### src/rtl/reset_ctrl_pkg.sv
// Shared types for the system reset controller: FSM states, reset cause codes
// and the registered output bundle decoded from each state.
package reset_ctrl_pkg;

    typedef enum logic [1:0] {
        HOLD   = 2'd0,
        SYS_UP = 2'd1,
        RUN    = 2'd2
    } state_e;

    localparam logic [1:0] CAUSE_POR = 2'b00;
    localparam logic [1:0] CAUSE_SW  = 2'b01;
    localparam logic [1:0] CAUSE_WDT = 2'b10;

    typedef struct packed {
        logic sys_rstn;
        logic cpu_rstn;
        logic busy;
    } rst_out_t;

    // Output levels for a given state; unknown encodings behave like HOLD.
    function automatic rst_out_t decode_state(input state_e s);
        rst_out_t o;
        o = '{sys_rstn: 1'b0, cpu_rstn: 1'b0, busy: 1'b1};
        case (s)
            SYS_UP:  o = '{sys_rstn: 1'b1, cpu_rstn: 1'b0, busy: 1'b1};
            RUN:     o = '{sys_rstn: 1'b1, cpu_rstn: 1'b1, busy: 1'b0};
            default: o = '{sys_rstn: 1'b0, cpu_rstn: 1'b0, busy: 1'b1};
        endcase
        return o;
    endfunction

endpackage

### src/rtl/reset_ctrl_rst_sync2.sv
// rst_sync2: two-flop synchronizer with asynchronous active-low reset to 0.
module rst_sync2 (
    input  logic i_clk,
    input  logic i_rstn,
    input  logic i_d,
    output logic o_q
);

    logic meta_q;

    always_ff @(posedge i_clk or negedge i_rstn) begin
        if (!i_rstn) begin
            meta_q <= 1'b0;
            o_q    <= 1'b0;
        end else begin
            meta_q <= i_d;
            o_q    <= meta_q;
        end
    end

endmodule

### src/rtl/reset_ctrl.sv
// System reset controller: stretches and sequences bus and CPU resets, records
// the last reset cause. Define AUKV_RST_REQ_SYNC_EN to synchronize the requests.
module reset_ctrl
    import reset_ctrl_pkg::*;
#(
    parameter int unsigned STRETCH_CYCLES = 16,
    parameter int unsigned CPU_DELAY      = 8,
    parameter int unsigned CNT_W          = 8
) (
    input  logic       i_clk,
    input  logic       i_rstn,
    input  logic       i_sw_req,
    input  logic       i_wdt_req,
    output logic       o_sys_rstn,
    output logic       o_cpu_rstn,
    output logic [1:0] o_cause,
    output logic       o_busy
);

    localparam logic [CNT_W-1:0] STRETCH_LAST = CNT_W'(STRETCH_CYCLES - 1);
    localparam logic [CNT_W-1:0] DELAY_LAST   = CNT_W'(CPU_DELAY - 1);
    localparam logic [CNT_W-1:0] CNT_ONE      = CNT_W'(1);

    logic             arst_n;
    logic             sw_req;
    logic             wdt_req;
    state_e           state_q, state_d;
    logic [CNT_W-1:0] cnt_q, cnt_d;
    logic [1:0]       cause_d;
    rst_out_t         out_d;

    rst_sync2 u_rst_sync (
        .i_clk  (i_clk),
        .i_rstn (i_rstn),
        .i_d    (1'b1),
        .o_q    (arst_n)
    );

`ifdef AUKV_RST_REQ_SYNC_EN
    rst_sync2 u_sw_sync (
        .i_clk  (i_clk),
        .i_rstn (i_rstn),
        .i_d    (i_sw_req),
        .o_q    (sw_req)
    );

    rst_sync2 u_wdt_sync (
        .i_clk  (i_clk),
        .i_rstn (i_rstn),
        .i_d    (i_wdt_req),
        .o_q    (wdt_req)
    );
`else
    assign sw_req  = i_sw_req;
    assign wdt_req = i_wdt_req;
`endif

    // State, counter and registered outputs; outputs follow the next state.
    always_ff @(posedge i_clk or negedge i_rstn) begin
        if (!i_rstn) begin
            state_q    <= HOLD;
            cnt_q      <= '0;
            o_sys_rstn <= 1'b0;
            o_cpu_rstn <= 1'b0;
            o_busy     <= 1'b1;
            o_cause    <= CAUSE_POR;
        end else begin
            state_q    <= state_d;
            cnt_q      <= cnt_d;
            o_sys_rstn <= out_d.sys_rstn;
            o_cpu_rstn <= out_d.cpu_rstn;
            o_busy     <= out_d.busy;
            o_cause    <= cause_d;
        end
    end

    // Any request restarts the stretch from HOLD; watchdog wins over software.
    always_comb begin
        state_d = state_q;
        cnt_d   = cnt_q;
        cause_d = o_cause;

        if (arst_n) begin
            if (sw_req || wdt_req) begin
                state_d = HOLD;
                cnt_d   = '0;
                cause_d = wdt_req ? CAUSE_WDT : CAUSE_SW;
            end else begin
                case (state_q)
                    HOLD: begin
                        if (cnt_q == STRETCH_LAST) begin
                            state_d = SYS_UP;
                            cnt_d   = '0;
                        end else begin
                            cnt_d = cnt_q + CNT_ONE;
                        end
                    end
                    SYS_UP: begin
                        if (cnt_q == DELAY_LAST) begin
                            state_d = RUN;
                            cnt_d   = '0;
                        end else begin
                            cnt_d = cnt_q + CNT_ONE;
                        end
                    end
                    RUN: begin
                        cnt_d = '0;
                    end
                    default: begin
                        state_d = HOLD;
                        cnt_d   = '0;
                    end
                endcase
            end
        end

        out_d = decode_state(state_d);
    end

endmodule

### config.mk
export PLATFORM = sky130hd
export DESIGN_NAME = reset_ctrl
export DESIGN_NICKNAME = d
export VERILOG_FILES = /design/src/rtl/reset_ctrl_pkg.sv /design/src/rtl/reset_ctrl_rst_sync2.sv /design/src/rtl/reset_ctrl.sv
export SDC_FILE = /design/constraint.sdc
export NUM_CORES = 1
export LEC_CHECK = 0
export CAP_MARGIN = 20
export CORE_MARGIN = 5
export CORE_UTILIZATION = 35
export CTS_BUF_LIST = sky130_fd_sc_hd__clkbuf_16
export DETAILED_ROUTE_END_ITERATION = 12
export HOLD_SLACK_MARGIN = 0.12
export MAX_ROUTING_LAYER = met4
export PLACE_DENSITY_LB_ADDON = 0.12
export REMOVE_ABC_BUFFERS = 1
export SYNTH_ARGS = -nofsm -noshare
export SYNTH_HDL_FRONTEND = slang
export SYNTH_HIERARCHICAL = 1
export SYNTH_SLANG_ARGS = --single-unit
### constraint.sdc
create_clock -name i_clk -period 4.25 [get_ports i_clk]
set_clock_uncertainty 0.15 [all_clocks]
set_input_delay 0.85 -clock i_clk [delete_from_list [all_inputs] [get_ports i_clk]]
set_output_delay 0.85 -clock i_clk [all_outputs]
set_load 0.05 [all_outputs]
# Yosys cells after proc, flatten, opt, wreduce, memory -nomap -nowiden
# Index checks and enable logic that the tools add are counted.
# W data, S select, Z words.
# classes
muxes	11
reduce_logical	3
n_addsub	1
n_eq_ne	6
# op_table
cell	count
$mux W8	3
$pmux W8 S2	1
$mux W2	5
$add A8 B1 Y8 const B	1
$eq A8 B3 Y1 const B	1
$eq A8 B4 Y1 const B	1
$pmux W2 S3	1
$pmux W3 S2	1
$eq A2 B1 Y1 const B	2
$eq A2 B2 Y1 const B	2
$logic_not A2 Y1	1
$reduce_and A2 Y1	1
$logic_or A1 B1 Y1	1
# word_totals
ff_bits	17
inputBits	4

# Logic depth before layout (Yosys ltp)
# Gate-level depths: netlist (run 1).
# depth
ltp_word	7
ltp_mapped	7
mapped_depth_nobuf	7

# Cells and area by module
# Netlist (run 1), hierarchy kept.
# modules_own_cells
module	cells_per_inst	seq_area_each_um2	area_each_um2	n_inst
reset_ctrl	82	376.6	772.0	1
rst_sync2	2	50.0	50.0	1

# Least setup slack after synthesis (run 1)
# OpenSTA, ideal clock, no wires.
# synth_timing
kind	input-to-reg
startpoint	input i_sw_req
endpoint	register o_sys_rstn
path_stages	6
path_slack_ns	2.086
arrival_ns	1.902
t_required_ns	3.987
path_cell_list	nor3_2 o21ai_0 a21oi_1 a41oi_1 ha_1 inv_1
# synth_rtl
element	line	rtl
from (decl)	reset_ctrl.sv:12	input logic i_sw_req,
to (signal assigned)	reset_ctrl.sv:70	o_sys_rstn <= out_d.sys_rstn;
to (decl)	reset_ctrl.sv:14	output logic o_sys_rstn,

==> results of run 1 <==
[state kept, by name, indices dropped and copies added, names as in the netlist]
signal and count:
cnt_q 8, o_busy 1, o_cause 2, o_cpu_rstn 1, o_sys_rstn 1, state_q 2
u_rst_sync/meta_q 1, u_rst_sync/o_q 1
[cells by family after synthesis]
kind of cell / after synthesis / share of synthesized area (%)
other: 1 / 0.456
buffers and inverters: 8 / 3.65
flip-flops: 17 / 51.9
adder cells (fa/ha/maj): 3 / 4.57
multiplexers: 2 / 2.44
XOR/XNOR: 1 / 1.07
AO/OA/AOI/OAI: 22 / 18.3
AND/OR/NAND/NOR: 30 / 17.7
[power by group]
group | leakage, nW | internal (mW) | switching [mW]
clock network | 0.0409 | 0.126 | 0.0610
registers | 0.224 | 0.167 | 0.00482
logic | 0.174 | 0.0107 | 0.0197
total | 0.439 | 0.303 | 0.0855
[worst paths after layout]
kind / from / end / cells past startpoint / slack, ps
worst min register to register: u_rst_sync/meta_q$_DFF_PN0_ / u_rst_sync/o_q$_DFF_PN0_ / 0 / 200
worst max register to register: cnt_q[4]$_DFFE_PN0P_ / o_sys_rstn$_DFF_PN0_ / 5 / 2090
max in group asynchronous: i_rstn / cnt_q[1]$_DFFE_PN0P_ / 1 / 2580
worst min-delay path: u_rst_sync/meta_q$_DFF_PN0_ / u_rst_sync/o_q$_DFF_PN0_ / 0 / 200
min in group asynchronous: i_rstn / o_sys_rstn$_DFF_PN0_ / 1 / 900
worst max-delay path: i_sw_req / o_sys_rstn$_DFF_PN0_ / 7 / 1610
[routing by layer]
metal	global-route usage, %	up-vias
li1	-	321
met1	14.9	282
met3	3.29	5
met2	13.9	11
met5	-	-
met4	7.95	0
[critical path, delay by kind of cell]
family          cells  cell delay, ps
buf+inv             2             520
compound gates      3             490
simple gates        1             440
fa+ha+maj           1             330
[layout by cell type, fill, tap and decap left out, drive strengths merged]
cell,n
o41ai,1
dfstp,1
a31oi,2
o2bb2ai,2
or3,2
and3,1
conb,1
o31a,1
nor2,6
mux2i,2
a41o,1
a41oi,1
nand3,7
o311a,1
clkinv,1
ha,3
inv,5
o21ai,8
clkbuf,3
nand2,10
dfrtp,16
or4,1
xnor2,1
a21oi,3
clkdlybuf4s50,8
a22o,2
nor3,3
[final cells by class]
class | count | area, sq um | area share [%]
clock buffer | 3 | 75.1 | 7.46
clock inverter | 1 | 5.00 | 0.498
inverter | 5 | 18.8 | 1.87
multi-input combinational | 59 | 365 | 36.3
sequential | 17 | 427 | 42.4
tap | 28 | 35.0 | 3.48
timing repair buffer | 8 | 80.1 | 7.96
==> results.md, run 1 <==
| Metric | Value | Unit |
|---|---|---|
| Layout cells sized above 1 | 8.60 | % |
| Total power divided by cell area | 387 | nW/um^2 |
| Uppermost layer routed | met4 | - |
| Max VDD drop | 0.000233 | V |
| Via-per-instance ratio | 5.12 | - |
| CTS H-tree depth | 1 | - |
| Data required time at the worst endpoint | 4250 | ps |
| Biggest area contributors in the synthesized netlist | sky130_fd_sc_hd__dfrtp_1, sky130_fd_sc_hd__ha_1, sky130_fd_sc_hd__nand2_1, sky130_fd_sc_hd__nand3_1, sky130_fd_sc_hd__o21ai_0 | - |
| Post-route DRC violation count | 0 | - |
| Number of flops mapped to enable cells by yosys | 0 | - |
| First-pass GRT wire length | 2680 | microns |
| Placed cell area | 926 | sq um |
| Run status | complete, no violations | - |
| Final RePlAce weighted congestion | 0.871 | - |
| Design Power | 389 | uW |
| Category of the worst setup path capture point | flop | - |
| Unrepaired setup endpoints after global routing | no | - |
| Via count of the first global-routing pass | 576 | - |
| Worst slack at placement | 1360 | ps |
| Synthesized flop and latch total | 17 | - |
| Tightest Hold Check Type | reg2reg | - |
| Met2 Routed Length | 677 | microns |
| Cell with the most instances after synthesis | sky130_fd_sc_hd__dfrtp_1 | - |
| Post-layout min period | 2640 | ps |
| Max-cap viol count | 0 | - |
| Filler instances | 203 | - |
| Cells along the critical path | clkdlybuf4s50_1, nor3_2, o21ai_0, a21oi_1, a41oi_1, ha_1, inv_1 | - |
| Number of hold-slack violations in the final timing report | 0 | - |
| Clock slew at reported path FFs | 50 | ps |
| Total GRT Usage | 11.1 | % |
| Total Negative Setup Slacks | 0 | ps |
| Top fanout value on the critical path | 8 | - |
| Post-route antenna net violation count | 0 | - |
| DIE HEIGHT | 58.5 | microns |
| Setup fix buffers added after clock tree synthesis | 0 | - |
| Synth unique cells | 27 | - |
| Area added between synthesis and finish | 22.4 | % |
| Post-cts hold buffer count | 0 | - |
| Critical path startpoint category | primary input | - |
| Die W | 58.5 | microns |
| Maximum number of buffers from clock root to sink | 2 | - |
| Synth warnings | 6 | - |
| Post-Synthesis Cells | 84 | - |
| Cell count after placement | 117 | - |
| Half-perimeter wire length after detailed placement | 1080 | microns |
| Post-layout worst setup margin | 1610 | ps |
| Final nets | 101 | - |
| Reported leakage power | 0.439 | nW |
| Initial DRC Count | 12 | - |
| Starting density of the core | 36.8 | % |
| Routed wire per std cell | 12.9 | microns |
| Slowest-stage cell, CP | sky130_fd_sc_hd__clkdlybuf4s50_1 | - |
| Total gr overflow | 0 | - |
| Port Buffer Count | 8 | - |
| Fmax | 379 | MHz |
| Worst max-slew margin expressed relative to the limit | 49.8 | % |
| Clock root buffer | sky130_fd_sc_hd__clkbuf_16 | - |
| Arrival time at the worst endpoint | 2630 | ps |
| Layout Cells excl Fill | 121 | - |
| Wire length on met3 | 61 | microns |
| End-of-flow core utilization | 45.0 | % |
| Delay of the slowest cell on the worst path | 490 | ps |
| Antenna violations before repair | 0 | - |
| Final-report setup violation count | 0 | - |
| Routed metal-1 wire length | 768 | microns |
| Sequential share of the synthesized area | 51.9 | % |
| Total wire length | 1560 | microns |
| CTS sink cnt | 17 | - |
| WS Path Type | in2reg | - |
| Most used standard cells in the synthesized netlist | sky130_fd_sc_hd__dfrtp_1, sky130_fd_sc_hd__nand2_1, sky130_fd_sc_hd__nand3_1 | - |
| Biggest area consumer among synthesized cells | sky130_fd_sc_hd__dfrtp_1 | - |
| Via count | 619 | - |
| Pre-antenna DRT Iters | 4 | - |
| Netlist area before placement | 822 | sq um |
| Source-to-sink clock delay at the later pin of the worst-skew pair | 250 | ps |
| Area share of the leading cell type in the synthesized netlist | 48.7 | % |
| Average cell area after synthesis | 9.79 | sq um |
| Area of the die | 3420 | sq um |
| I/O Pins | 9 | - |
| Number of placement rows | 17 | - |
| Most common flop cell mapped by yosys | sky130_fd_sc_hd__dfrtp_1 | - |
| CTS Buf Count | 3 | - |
| Ratio of final minimum period to clock period | 62.1 | % |
| Post-route design area | 1010 | sq um |
| Proportion of register bits with asynchronous set or reset after synthesis | 100 | % |
| Max Slew Vio Count | 0 | - |
| Worst Tran Pin Value | 751 | ps |
| Clock tree from TritonCTS | yes | - |
| Maximum number of pins on one net before global-route repair | 18 | - |
| Worst hold slack | 199 | ps |
| Floorplan Core Area | 2230 | sq um |
| Total inserted antenna cells | 0 | - |
| Cts repair resizes | 0 | - |
Power figures use the tool's default switching activity.
==> run 2: changes to the inputs <==
==> constraint.sdc (replaced) <==
create_clock -name i_clk -period 2.3 [get_ports i_clk]
set_clock_uncertainty 0.15 [all_clocks]
set_input_delay 0.46 -clock i_clk [delete_from_list [all_inputs] [get_ports i_clk]]
set_output_delay 0.46 -clock i_clk [all_outputs]
set_load 0.05 [all_outputs]
==> results.md, run 2 (synthesized netlist as in run 1, its figures left out) <==
| Metric | Value | Unit |
|---|---|---|
| Final RePlAce weighted congestion | 0.862 | - |
| Number of hold-slack violations in the final timing report | 0 | - |
| Routed wire per std cell | 13.1 | microns |
| Slowest-stage cell, CP | sky130_fd_sc_hd__clkdlybuf4s50_1 | - |
| Port Buffer Count | 8 | - |
| Layout Cells excl Fill | 126 | - |
| Worst Tran Pin Value | 501 | ps |
| Total inserted antenna cells | 0 | - |
| Antenna violations before repair | 0 | - |
| Half-perimeter wire length after detailed placement | 1180 | microns |
| Via count | 663 | - |
| Commonest non-fill, non-tap cells in the layout | sky130_fd_sc_hd__dfrtp_1, sky130_fd_sc_hd__nand2_1, sky130_fd_sc_hd__clkdlybuf4s50_1 | - |
| Via-per-instance ratio | 5.26 | - |
| Number of buffers and inverters on the critical path | 1 | - |
| Data required time at the worst endpoint | 1690 | ps |
| Delay of the slowest cell on the worst path | 790 | ps |
| End-of-flow core utilization | 46.7 | % |
| Tightest Hold Check Type | reg2reg | - |
| Total Negative Setup Slacks | 0 | ps |
| Largest register by flop count | cnt_q | - |
| Source-to-sink clock delay at the later pin of the worst-skew pair | 250 | ps |
| Area of the die | 3420 | sq um |
| Final-report setup violation count | 0 | - |
| Clock tree from TritonCTS | yes | - |
| First-pass GRT wire length | 2980 | microns |
| Setup fix buffers added after clock tree synthesis | 0 | - |
| Area added between synthesis and finish | 26.8 | % |
| I/O Pins | 9 | - |
| CTS H-tree depth | 1 | - |
| Arrival time at the worst endpoint | 1550 | ps |
| Die W | 58.5 | microns |
| WS Path Type | reg2out | - |
| Max VDD drop | 0.000413 | V |
| Filler instances | 228 | - |
| Maximum number of buffers from clock root to sink | 2 | - |
| Worst slack at placement | 158 | ps |
| Cts repair resizes | 0 | - |
| Maximum number of pins on one net before global-route repair | 18 | - |
| Initial DRC Count | 16 | - |
| Critical path startpoint category | flop | - |
| Number of flip-flops under the largest register name | 8 | - |
| CTS sink cnt | 17 | - |
| Post-route design area | 1040 | sq um |
| Reported leakage power | 0.466 | nW |
| Starting density of the core | 36.8 | % |
| Top Registers | cnt_q: 8 flops, o_cause: 2 flops, state_q: 2 flops | - |
| Number of placement rows | 17 | - |
| Total GRT Usage | 11.9 | % |
| Pre-antenna DRT Iters | 4 | - |
| Ratio of final minimum period to clock period | 93.9 | % |
| Cells along the critical path | clkdlybuf4s50_1 | - |
| Max-cap viol count | 0 | - |
| Category of the worst setup path capture point | output port | - |
| Post-cts hold buffer count | 0 | - |
| Top fanout value on the critical path | 1 | - |
| Clock root buffer | sky130_fd_sc_hd__clkbuf_16 | - |
| Post-route antenna net violation count | 0 | - |
| CTS Buf Count | 3 | - |
| Placed cell area | 963 | sq um |
| Total power divided by cell area | 693 | nW/um^2 |
| Total gr overflow | 0 | - |
| Run status | complete, no violations | - |
| Leading cell type in the layout, fill and taps excluded | sky130_fd_sc_hd__dfrtp_1 | - |
| Worst max-slew margin expressed relative to the limit | 66.5 | % |
| Floorplan Core Area | 2230 | sq um |
| Layout cells sized above 1 | 12.2 | % |
| Post-layout min period | 2160 | ps |
| Clock slew at reported path FFs | 50 | ps |
| Total wire length | 1650 | microns |
| Cell count after placement | 122 | - |
| Post-route DRC violation count | 0 | - |
| Via count of the first global-routing pass | 647 | - |
| CP delay by family, top | buffers and inverters | - |
| Fmax | 463 | MHz |
| Worst hold slack | 195 | ps |
| Design Power | 722 | uW |
| Max Slew Vio Count | 0 | - |
| Unrepaired setup endpoints after global routing | no | - |
| DIE HEIGHT | 58.5 | microns |
| Total area of sequential cells | 427 | sq um |
| Area of combinational cells with multiple inputs | 365 | sq um |
| Final nets | 106 | - |
| Post-layout worst setup margin | 140 | ps |
[run 2: changes by cell type in the layout (fill, tap and decap cells not counted), sizes merged]
cell	delta
inv	+1
buf	+5
clkinv	-1
[run 2: routing by layer]
layer	track usage, %	vias up	wire [microns]
li1	-	330	-
met1	15.8	317	818
met2	16.4	12	715
met3	4.61	4	83
met4	3.97	0	29
met5	-	-	0
[run 2: cell type report]
| cell class | count | share of cell area [%] |
|---|---|---|
| clock buffer | 3 | 7.20 |
| clock inverter | 1 | 0.360 |
| inverter | 5 | 1.80 |
| multi-input combinational | 59 | 35.1 |
| sequential | 17 | 40.9 |
| tap | 28 | 3.36 |
| timing repair buffer | 13 | 11.3 |
[run 2: final timing paths]
path	from	slack (ps)	depth (start not counted)	to
max	o_busy$_DFF_PN1_	140	1	o_busy
min	u_rst_sync/meta_q$_DFF_PN0_	200	0	u_rst_sync/o_q$_DFF_PN0_
max reg2reg	cnt_q[6]$_DFFE_PN0P_	200	5	o_sys_rstn$_DFF_PN0_
min reg2reg	u_rst_sync/meta_q$_DFF_PN0_	200	0	u_rst_sync/o_q$_DFF_PN0_
max in group asynchronous	i_rstn	1350	2	o_busy$_DFF_PN1_
min in group asynchronous	i_rstn	390	2	state_q[1]$_DFF_PN0_
[run 2: where the power goes]
part           switching (mW)  internal (mW)
Clock                   0.112          0.231
Sequential            0.00608          0.308
Combinational          0.0402         0.0243
Total                   0.159          0.563
==> run 3: changes to the inputs <==
--- a/config.mk
+++ b/config.mk
@@ -7,13 +7,14 @@
 export LEC_CHECK = 0
 export CAP_MARGIN = 20
 export CORE_MARGIN = 5
-export CORE_UTILIZATION = 35
+export CORE_UTILIZATION = 25
 export CTS_BUF_LIST = sky130_fd_sc_hd__clkbuf_16
 export DETAILED_ROUTE_END_ITERATION = 12
 export HOLD_SLACK_MARGIN = 0.12
 export MAX_ROUTING_LAYER = met4
 export PLACE_DENSITY_LB_ADDON = 0.12
 export REMOVE_ABC_BUFFERS = 1
+export SKIP_LAST_GASP = 1
 export SYNTH_ARGS = -nofsm -noshare
 export SYNTH_HDL_FRONTEND = slang
 export SYNTH_HIERARCHICAL = 1
==> results.md, run 3 (synthesized netlist as in run 1, its figures left out) <==
| Metric | Value | Unit |
|---|---|---|
| WS Path Type | reg2reg | - |
| Total Negative Setup Slacks | 0 | ps |
| Worst max-slew margin expressed relative to the limit | 66.8 | % |
| Power spent charging and discharging nets | 154 | uW |
| Antenna violations before repair | 0 | - |
| Category of the worst setup path capture point | flop | - |
| Fraction of power spent switching nets | 21.5 | % |
| Via count of the first global-routing pass | 655 | - |
| Worst Tran Pin Value | 496 | ps |
| Initial DRC Count | 47 | - |
| Cts repair resizes | 0 | - |
| Design Power | 717 | uW |
| Maximum number of buffers from clock root to sink | 2 | - |
| Arrival time at the worst endpoint | 2190 | ps |
| Top fanout value on the critical path | 5 | - |
| Post-route design area | 1060 | sq um |
| Via-per-instance ratio | 4.61 | - |
| Area added between synthesis and finish | 29.2 | % |
| Total GRT Usage | 9.56 | % |
| Commonest non-fill, non-tap cells in the layout | sky130_fd_sc_hd__dfrtp_1, sky130_fd_sc_hd__nand2_1, sky130_fd_sc_hd__clkdlybuf4s50_1 | - |
| Register share of total power | 43.8 | % |
| Max-cap viol count | 0 | - |
| Post-route antenna net violation count | 0 | - |
| Total inserted antenna cells | 0 | - |
| Worst flop-to-flop path startpoint | cnt_q[6]$_DFFE_PN0P_ | - |
| Number of placement rows | 20 | - |
| Starting density of the core | 26.5 | % |
| Clock root buffer | sky130_fd_sc_hd__clkbuf_16 | - |
| CTS sink cnt | 17 | - |
| Pre-antenna DRT Iters | 4 | - |
| Gate power share | 9.1 | % |
| Final RePlAce weighted congestion | 0.780 | - |
| Number of flip-flops under the largest register name | 8 | - |
| Maximum number of pins on one net before global-route repair | 14 | - |
| Critical hold path startpoint | u_rst_sync/meta_q$_DFF_PN0_ | - |
| Total wire length | 1740 | microns |
| Source-to-sink clock delay at the later pin of the worst-skew pair | 250 | ps |
| Leading cell type in the layout, fill and taps excluded | sky130_fd_sc_hd__dfrtp_1 | - |
| Post-cts hold buffer count | 0 | - |
| Endpoint of the worst-slack reg-to-reg timing path | o_sys_rstn$_DFF_PN0_ | - |
| Half-perimeter wire length after detailed placement | 1320 | microns |
| Count of cells along the worst hold path | 0 | - |
| Placed cell area | 983 | sq um |
| Setup fix buffers added after clock tree synthesis | 0 | - |
| Post-layout worst setup margin | 143 | ps |
| Setup slack on the worst flop-to-flop path | 140 | ps |
| Largest register by flop count | cnt_q | - |
| Cell Int Power | 563 | uW |
| Number of hold-slack violations in the final timing report | 0 | - |
| Critical path startpoint category | flop | - |
| Layout cells sized above 1 | 12.2 | % |
| I/O Pins | 9 | - |
| Routed wire per std cell | 12.3 | microns |
| Via count | 654 | - |
| Ratio of final minimum period to clock period | 93.8 | % |
| Max Slew Vio Count | 0 | - |
| Run status | complete, no violations | - |
| CTS H-tree depth | 1 | - |
| Clock slew at reported path FFs | 50 | ps |
| Post-route DRC violation count | 0 | - |
| Data required time at the worst endpoint | 2340 | ps |
| DIE HEIGHT | 67.3 | microns |
| Worst slack at placement | 174 | ps |
| Worst min-delay path endpoint | u_rst_sync/o_q$_DFF_PN0_ | - |
| Final-report setup violation count | 0 | - |
| Unrepaired setup endpoints after global routing | no | - |
| Total power divided by cell area | 675 | nW/um^2 |
| Reported leakage power | 0.466 | nW |
| Total gr overflow | 0 | - |
| Max VDD drop | 0.000369 | V |
| Depth of the most critical reg-to-reg path | 5 | - |
| Port Buffer Count | 8 | - |
| Fmax | 464 | MHz |
| CTS Buf Count | 3 | - |
| Clock tree from TritonCTS | yes | - |
| Clock share of power | 47.1 | % |
| Final nets | 106 | - |
| Tightest Hold Check Type | reg2reg | - |
| Die W | 67.3 | microns |
| First-pass GRT wire length | 3080 | microns |
| Area of the die | 4530 | sq um |
| Floorplan Core Area | 3100 | sq um |
| Top Registers | cnt_q: 8 flops, o_cause: 2 flops, state_q: 2 flops | - |
| Post-layout min period | 2160 | ps |
[run 3: layer usage]
metal  vias to the layer above  part of all wire (%)  routed length, microns  GRT usage (%)
met3                         5                   4.6                      80           3.49
met2                        11                    43                     753           13.9
li1                        329                     -                       -              -
met5                         -                     0                       0              -
met4                         0                   1.9                      33           3.80
met1                       309                    50                     876           12.0
[run 3: per-stage QoR]
step                util (%)  hold slack [ps]  cells
finish                  34.2              203    142
global route            34.2              222    142
CTS                     34.2              209    142
detailed placement      31.7              189    138
global placement        31.7              189    138
floorplan                  -             14.4     81
[run 3: how the worst max path moves through the flow]
| stage | slack [ps] | to | startpoint | cells past startpoint |
|---|---|---|---|---|
| floorplan | 280 | o_sys_rstn$_DFF_PN0_ | cnt_q[4]$_DFFE_PN0P_ | 5 |
| global placement | 170 | cnt_q[5]$_DFFE_PN0P_ | i_sw_req | 6 |
| detailed placement | 170 | o_sys_rstn$_DFF_PN0_ | i_wdt_req | 7 |
| CTS | 130 | o_busy | o_busy$_DFF_PN1_ | 1 |
| global route | 60 | o_sys_rstn$_DFF_PN0_ | cnt_q[6]$_DFFE_PN0P_ | 5 |
| finish | 140 | o_sys_rstn$_DFF_PN0_ | cnt_q[6]$_DFFE_PN0P_ | 5 |
[run 3: final cells by class]
cell class / count / area, sq um
clock buffer: 3 / 75.1
clock inverter: 1 / 3.75
fill: 347 / 2040
inverter: 5 / 18.8
multi-input combinational: 59 / 365
sequential: 17 / 427
tap: 44 / 55.1
timing repair buffer: 13 / 118
[run 3: power groups by stage]
| stage | clock (mW) | combinational (mW) | sequential, mW |
|---|---|---|---|
| final | 0.338 | 0.0652 | 0.314 |
| after detailed placement | 0 | 0.0665 | 0.319 |
| after CTS | 0.350 | 0.0665 | 0.314 |
| after floorplan | 0 | 0.0172 | 0.335 |
| after global routing | 0.363 | 0.0715 | 0.315 |
| after global placement | 0 | 0.0664 | 0.319 |
[run 3: worst max-delay path, cell delays in order (launching register included)]
cell	delay [ps]
sky130_fd_sc_hd__dfrtp_1	410
sky130_fd_sc_hd__or4_4	580
sky130_fd_sc_hd__or3_1	390
sky130_fd_sc_hd__o21ai_1	240
sky130_fd_sc_hd__ha_1	280
sky130_fd_sc_hd__inv_1	50
